File: config.mk
export PLATFORM = sky130hd
export DESIGN_NAME = twos_comp_decoder_flat
export DESIGN_NICKNAME = d
export VERILOG_FILES = /design/src/rtl/twos_comp_decoder_if.sv /design/src/rtl/twos_comp_decoder.sv /design/src/flat_wrapper.sv
export SDC_FILE = /design/constraint.sdc
export NUM_CORES = 1
export LEC_CHECK = 0
export ABC_AREA = 1
export CAP_MARGIN = 20
export CORE_MARGIN = 4
export CORE_UTILIZATION = 36
export CTS_CLUSTER_DIAMETER = 60
export DETAILED_ROUTE_END_ITERATION = 8
export MAX_ROUTING_LAYER = met4
export SYNTH_ARGS = -nofsm -noshare
export SYNTH_HDL_FRONTEND = slang
export SYNTH_SLANG_ARGS = --single-unit
File: constraint.sdc
create_clock -name clk -period 1.1 [get_ports clk]
set_input_delay 0.275 -clock clk [delete_from_list [all_inputs] [get_ports clk]]
set_output_delay 0.275 -clock clk [all_outputs]
set_load 0.05 [all_outputs]
File: src/rtl/twos_comp_decoder_if.sv
// twos_comp_decoder_if: valid/ready handshake bundle for the two's-complement decoder.
// master = upstream producer / downstream consumer side, slave = decoder side.
interface twos_comp_decoder_if #(
    parameter int WIDTH = 4
);
    logic             in_valid;
    logic             in_ready;
    logic [WIDTH-1:0] in_data;
    logic             out_valid;
    logic             out_ready;
    logic [WIDTH-1:0] out_data;
    logic             err;

    modport master (
        output in_valid, in_data, out_ready,
        input  in_ready, out_valid, out_data, err
    );

    modport slave (
        input  in_valid, in_data, out_ready,
        output in_ready, out_valid, out_data, err
    );
endinterface

File: src/rtl/twos_comp_decoder.sv
// twos_comp_decoder: bit-serial two's-complement decoder. Re-negates the accepted
// word LSB-first (copy bits up to and including the first 1, invert the rest) and
// flags decoded values >= BCD_LIMIT on err.
// Optional feature macro: TWOS_DEC_ERR_STICKY_EN adds clr_err / err_sticky.
module twos_comp_decoder #(
    parameter int WIDTH     = 4,
    parameter int BCD_LIMIT = 9
) (
    input  logic               clk,
    input  logic               rst_n,
    twos_comp_decoder_if.slave bus,
`ifdef TWOS_DEC_ERR_STICKY_EN
    input  logic               clr_err,
    output logic               err_sticky,
`endif
    output logic               busy
);

    localparam int CW = (WIDTH > 2) ? $clog2(WIDTH) : 1;

    typedef enum logic [1:0] {
        IDLE  = 2'd0,
        SHIFT = 2'd1,
        DONE  = 2'd2
    } state_t;

    state_t           state;
    state_t           state_nxt;
    logic [WIDTH-1:0] sreg;
    logic [WIDTH-1:0] res;
    logic [WIDTH-1:0] nxt_res;
    logic [WIDTH-1:0] out_data_q;
    logic [CW-1:0]    cnt;
    logic             seen_one;
    logic             err_q;
    logic             armed;
    logic             in_ready_c;
    logic             accept;
    logic             last_bit;
    logic             rbit;
    logic             nxt_err;

    // Serial negation step and handshake qualifiers
    always_comb begin
        rbit     = sreg[0] ^ seen_one;
        nxt_res  = {rbit, res[WIDTH-1:1]};
        nxt_err  = (32'(nxt_res) >= 32'(BCD_LIMIT));
        last_bit = (cnt == CW'(WIDTH - 1));
        accept   = bus.in_valid && in_ready_c;
    end

    // State register
    always_ff @(posedge clk or negedge rst_n) begin
        if (!rst_n) begin
            state <= IDLE;
        end else begin
            state <= state_nxt;
        end
    end

    // Next-state decode
    always_comb begin
        state_nxt = state;
        case (state)
            IDLE:    if (accept)        state_nxt = SHIFT;
            SHIFT:   if (last_bit)      state_nxt = DONE;
            DONE:    if (bus.out_ready) state_nxt = IDLE;
            default:                    state_nxt = IDLE;
        endcase
    end

    // Outputs; in_ready is also gated by armed so it stays low until the first edge after reset
    always_comb begin
        in_ready_c    = (state == IDLE) && armed;
        bus.in_ready  = in_ready_c;
        bus.out_valid = (state == DONE);
        bus.out_data  = out_data_q;
        bus.err       = err_q;
        busy          = (state == SHIFT);
    end

    // Datapath: latch on accept, shift one bit per SHIFT cycle, capture result on DONE entry
    always_ff @(posedge clk or negedge rst_n) begin
        if (!rst_n) begin
            armed      <= 1'b0;
            sreg       <= '0;
            res        <= '0;
            cnt        <= '0;
            seen_one   <= 1'b0;
            out_data_q <= '0;
            err_q      <= 1'b0;
        end else begin
            armed <= 1'b1;
            case (state)
                IDLE: begin
                    if (accept) begin
                        sreg     <= bus.in_data;
                        res      <= '0;
                        cnt      <= '0;
                        seen_one <= 1'b0;
                    end
                end
                SHIFT: begin
                    sreg     <= {1'b0, sreg[WIDTH-1:1]};
                    res      <= nxt_res;
                    seen_one <= seen_one | sreg[0];
                    if (last_bit) begin
                        out_data_q <= nxt_res;
                        err_q      <= nxt_err;
                    end else begin
                        cnt <= cnt + 1'b1;
                    end
                end
                default: ;
            endcase
        end
    end

`ifdef TWOS_DEC_ERR_STICKY_EN
    // Sticky error: set on an err=1 DONE entry, cleared by clr_err; set has priority
    always_ff @(posedge clk or negedge rst_n) begin
        if (!rst_n) begin
            err_sticky <= 1'b0;
        end else if ((state == SHIFT) && last_bit && nxt_err) begin
            err_sticky <= 1'b1;
        end else if (clr_err) begin
            err_sticky <= 1'b0;
        end
    end
`endif

endmodule

File: src/flat_wrapper.sv
// flat-port wrapper written by rule: the top's interface ports become plain ports
module twos_comp_decoder_flat 
#(
    parameter int WIDTH     = 4,
    parameter int BCD_LIMIT = 9
)
  (clk, rst_n, busy, bus_in_valid, bus_in_data, bus_out_ready, bus_in_ready, bus_out_valid, bus_out_data, bus_err);
  twos_comp_decoder_if #(.WIDTH(WIDTH)) bus_i ();
  input  logic clk;
  input  logic rst_n;
  output logic busy;
  input wire logic [$bits(bus_i.in_valid)-1:0] bus_in_valid;
  input wire logic [$bits(bus_i.in_data)-1:0] bus_in_data;
  input wire logic [$bits(bus_i.out_ready)-1:0] bus_out_ready;
  output wire logic [$bits(bus_i.in_ready)-1:0] bus_in_ready;
  output wire logic [$bits(bus_i.out_valid)-1:0] bus_out_valid;
  output wire logic [$bits(bus_i.out_data)-1:0] bus_out_data;
  output wire logic [$bits(bus_i.err)-1:0] bus_err;
  assign bus_i.in_valid = bus_in_valid;
  assign bus_i.in_data = bus_in_data;
  assign bus_i.out_ready = bus_out_ready;
  assign bus_in_ready = bus_i.in_ready;
  assign bus_out_valid = bus_i.out_valid;
  assign bus_out_data = bus_i.out_data;
  assign bus_err = bus_i.err;
  twos_comp_decoder #(.WIDTH(WIDTH), .BCD_LIMIT(BCD_LIMIT)) u_core (.clk(clk), .rst_n(rst_n), .bus(bus_i), .busy(busy));
endmodule
Yosys cells after proc, flatten, opt, wreduce, memory -nomap -nowiden
Cells that the tools add are included.

cells by class
  magnitude comparators = 1
  shift-type cells = 0
  reductions and logical operators = 8
  add/sub/neg operators = 1
  multiply operators = 0
  bitwise logic cells = 2
  divide/modulo/power cells = 0
  multiplexer cells = 13
  equality and inequality tests = 7

operator list
  operator                                                         number
  4-bit case mux with 2 select lines                               2
  2-bit two-way mux                                                5
  4-bit two-way mux                                                2
  2-bit case mux with 3 select lines                               1
  3-bit AND reduction                                              2
  2-bit == test, second input constant                             2
  4-bit greater-or-equal comparator, second input constant         1
  2-bit by 1-bit != test with 1-bit output, second input constant  2
  2-bit != test, second input constant                             2
  2-bit case mux with 2 select lines                               1
  2-bit AND reduction                                              2
  2-bit by 1-bit adder with 2-bit output, second input constant    1
  2-bit by 1-bit == test with 1-bit output, second input constant  1
  1-bit logical AND                                                2
  2-bit logical NOT                                                1
  1-bit case mux with 2 select lines                               1
  2-bit nonzero test                                               1
  1-bit two-way mux                                                1
  1-bit bitwise OR                                                 1
  1-bit bitwise XOR                                                1

word-level totals
  memory bits (writable) = 0
  logic and storage cells = 40
  output and inout port bits = 8
  memories kept = 0
  flip-flop bits (word level) = 19
  bits of input ports = 8
  latch bits = 0
  ROM bits = 0

Longest topological paths before layout
  word-level depth = 5
  depth in mapped cells = 6
  mapped depth without buffers = 6

Worst setup path after synthesis
Ideal clock, no wire load.

  kind = flip-flop to flip-flop
  from = register u_core.state[1]
  to = register u_core.sreg[3]
  required time = 1.028 ns
  buffers on the path = 0
  cell stages (with the launch flop) = 4
  setup time = 0.072 ns
  period minus slack after synthesis = 1.975 ns
  path slack = -0.875 ns
  arrival = 1.903 ns
  path through = dfrtp_1 nor3b_1 nand3_1 nand2_1

on the way
  word-level cells in the longest chain between the ends = 5

ends and longest elaborated chain
  element                                                    line                      RTL
  start, declared                                            twos_comp_decoder.sv:27   state_t state;
  start signal, assigned                                     twos_comp_decoder.sv:57   state <= state_nxt;
  2-bit logical NOT                                          twos_comp_decoder.sv:74   in_ready_c = (state == IDLE) && armed;
  1-bit logical AND                                          twos_comp_decoder.sv:74
  net bus_in_ready                                           flat_wrapper.sv:15        output wire logic [$bits(bus_i.in_ready)-1:0] bus_in_ready;
  1-bit logical AND                                          twos_comp_decoder.sv:49   accept = bus.in_valid && in_ready_c;
  2-bit by 1-bit != test with 1-bit output (no source line)  n/a
  2-bit AND reduction (no source line)                       n/a
  end signal, assigned                                       twos_comp_decoder.sv:97   sreg <= bus.in_data;
  end signal, assigned                                       twos_comp_decoder.sv:104  sreg <= {1'b0, sreg[WIDTH-1:1]};
  end, declared                                              twos_comp_decoder.sv:29   logic [WIDTH-1:0] sreg;

The timed path passes the listed nets, and every way through them passes these cells.
A chain may end at the register's enable or synchronous reset.

Worst setup path after layout
  from = register u_core.state[0]
  to = output bus_in_ready

on the way
  word-level cells in the longest chain between the ends = 2

ends and longest elaborated chain
  element            line
  2-bit logical NOT  twos_comp_decoder.sv:74
  1-bit logical AND  twos_comp_decoder.sv:74
  end, declared      flat_wrapper.sv:15

No other way between the ends.

==> results.sh <==
export IMPL_dpl_instance_area_sq_um=1150
export IMPL_final_common_cell="nand2_1"
export IMPL_grt_usage_pct=11.9
export IMPL_row_count=17
export IMPL_violations="negative setup slack"
export IMPL_cts_buffer_depth=2
export IMPL_use_met3_pct=4.18
export IMPL_p_leak_nw=0.667
export IMPL_timing_final_ws_setup_ns=-0.351
export IMPL_drive_gt1_share_pct=35.9
export IMPL_numCtsBuffers=3
export IMPL_p_switching_mw=1.67
export IMPL_io_pins=16
export IMPL_grt_use_met1_pct=13.6
export IMPL_start_kind="flop"
export IMPL_wirelength_microns=1630
export IMPL_cts_tree="built"
export IMPL_finalInstanceArea_sq_um=1330
export IMPL_clkPwrFrac_pct=9.8
export IMPL_postRouteAntennaNets=0
export IMPL_drc=0
export IMPL_final_cell_mix="32 x nand2_1, 16 x dfrtp_1, 13 x nand3_1"
export IMPL_io_buffers=15
export IMPL_p_per_area_nw_per_um2=2990
export IMPL_htree_levels=1
export IMPL_rsz0062_at_grt="true"
export IMPL_crit_end="bus_in_ready"
export IMPL_finClkSkew_ns=0.00330
export IMPL_fillers=186
export IMPL_multi_input_area_sq_um=373
export IMPL_p_int_mw=2.31
export IMPL_area_growth_pct=62.1
export IMPL_ir_worst_vdd_mv=1.61
export IMPL_grt_pass1_wl_microns=2910
export IMPL_dr_total_vias=695
export IMPL_antenna_found_initial=0
export IMPL_setup_violations=24
export IMPL_hp_class="input port to async pin"
export IMPL_syn_num_nets=107
export IMPL_ys_types=15
export IMPL_dp_hpwl_microns=1190
export IMPL_die_area_sq_um=3100
export IMPL_clock_latency_ns=0.28
export IMPL_clkSinkCount=18
export IMPL_grt_pass1_vias=686
export IMPL_yosys_warnings=0
export IMPL_wl_per_cell_microns=10.3
export IMPL_pwr_share_seq_pct=29.0
export IMPL_timing_rr_end="u_core.seen_one$_DFFE_PN0P_"
export IMPL_timing_rr_start="u_core.state[1]$_DFFE_PN0P_"
export IMPL_drt_iter0_drc=7
export IMPL_nNetsFinal=142
export IMPL_reg2reg_slack_ns=-0.19
export IMPL_setup_worst_path_class="flop to output pin"
export IMPL_initial_utilization_pct=37.4
export IMPL_fmax_ghz=0.689
export IMPL_netlist_area_sq_um=820
export IMPL_endpoint_kind="output pin"
export IMPL_drt_pass1_iterations=3
export IMPL_routed_via_density=4.37
export IMPL_cts_root_buffer="clkbuf_4"
export IMPL_setup_tns_ns=-3.06
export IMPL_grt_max_degree=19
export IMPL_combPwrFrac_pct=61.1
export IMPL_status="finished, violations left"
export IMPL_place_gp_congestion=0.763
export IMPL_crit_fanout=5
export IMPL_required_ns=0.82
export IMPL_finalPower_mw=3.98
export IMPL_switching_share_pct=41.9
export IMPL_synth_seq_cells=18
export IMPL_hold_violations=0
export IMPL_ctsHoldBuffers=0
export IMPL_die_h_microns=55.7
export IMPL_post_route_period_util_pct=132
export IMPL_gr_total_overflow=0
export IMPL_grt_busiest_layer="met2"
export IMPL_fp_dieW_microns=55.7
export IMPL_fin_crit_ns=1.45
export IMPL_use_met2_pct=19.6
export IMPL_ys_seq_area_share_pct=55.0
export IMPL_core_sq_um=2190
export IMPL_arrival_ns=1.18
export IMPL_slew_viol_final=0
export IMPL_syn_inst=97
export IMPL_clk_pin_slew_ns=0.10
export IMPL_syn_area_per_cell_sq_um=8.45
export IMPL_r2r_cells=7
export IMPL_diodes=0
export IMPL_max_cap_violations=0
export IMPL_seq_area_sq_um=453
export IMPL_crit_start="u_core.state[0]$_DFFE_PN0P_"
==> cell usage after synthesis <==
cell | number | area share, %
conb_1 | 1 | 0.46
nand2_1 | 34 | 16
ha_1 | 2 | 3.1
nor3b_1 | 1 | 0.92
inv_1 | 7 | 3.2
nor2_1 | 5 | 2.3
nand3_1 | 14 | 8.5
nand2_2 | 3 | 2.3
dfrtp_1 | 18 | 55
inv_2 | 3 | 1.4
or2_1 | 1 | 0.76
o31ai_1 | 1 | 0.92
o21ai_1 | 4 | 2.4
buf_4 | 2 | 1.8
nor2_4 | 1 | 1.4
==> state kept, by name, indices dropped and copies added, names as in the netlist <==
register and flops:
u_core.armed 1, u_core.bus.err 1, u_core.bus.out_data 4, u_core.cnt 2
u_core.res 3, u_core.seen_one 1, u_core.sreg 4, u_core.state 2
==> worst min path at each step <==
stage / slack, ns / from / depth (start not counted) / endpoint
final: 0.32 / rst_n / 2 / u_core.bus.out_data[0]$_DFFE_PN0P_
after global routing: 0.30 / rst_n / 2 / u_core.seen_one$_DFFE_PN0P_
after CTS: 0.32 / rst_n / 2 / u_core.bus.out_data[1]$_DFFE_PN0P_
after detailed placement: 0.49 / u_core.res[1]$_DFFE_PN0P_ / 2 / u_core.res[1]$_DFFE_PN0P_
after global placement: 0.49 / u_core.res[1]$_DFFE_PN0P_ / 2 / u_core.res[1]$_DFFE_PN0P_
after floorplan: -0.02 / rst_n / 0 / u_core.armed$_DFF_PN0_
==> routing by layer <==
metal	part of all wire, %	vias to the layer above
met1	46	307
met3	4.5	2
met5	0	-
met4	0.55	0
met2	49	10
li1	-	376
==> kinds of logic (layout without fill, tap and decap cells) <==
group | Yosys count | count (layout) | synth area share, %
flip-flops | 18 | 18 | 55.0
AO/OA/AOI/OAI | 5 | 5 | 3.36
other | 1 | 1 | 0.458
buffers and inverters | 12 | 46 | 6.41
AND/OR/NAND/NOR | 59 | 59 | 31.8
adder cells (fa/ha/maj) | 2 | 2 | 3.05
==> final cells by class <==
class,instances,area share [%]
inverters,10,3.20
flip-flops and latches,18,34.1
repair buffers,32,29.3
well taps,28,2.64
clock buffers,4,2.73
multi-input cells,67,28.1
==> per-stage QoR <==
stage,worst slack [ns],std cells,utilization [%],hold slack (ns)
after detailed placement,-0.195,145,52.5,0.495
final,-0.351,159,60.7,0.321
after global routing,-0.424,159,60.7,0.304
after floorplan,-0.145,97,-,-0.0206
after CTS,-0.375,153,57.7,0.323
after global placement,-0.165,145,52.5,0.486
==> what timing repair did <==
item | 4_1_cts | 5_1_grt
pin swaps | 7 | 2
gates resized for setup | 13 | 6
endpoints found under the setup margin | 20 | 24
setup buffers | 4 | 6
==> worst max-delay path, cell delays in order, from the launching register on <==
cell	delay [ns]
dfrtp_2	0.47
nor3b_4	0.25
buf_12	0.17
==> power by group through the flow <==
stage | sequential, mW | combinational [mW] | clock (mW)
after floorplan | 1.37 | 0.937 | 0
after detailed placement | 1.18 | 2.01 | 0
after global routing | 1.19 | 2.64 | 0.457
after CTS | 1.16 | 2.31 | 0.408
after global placement | 1.17 | 1.97 | 0
final | 1.16 | 2.43 | 0.391
Power figures use the tool's default switching activity.
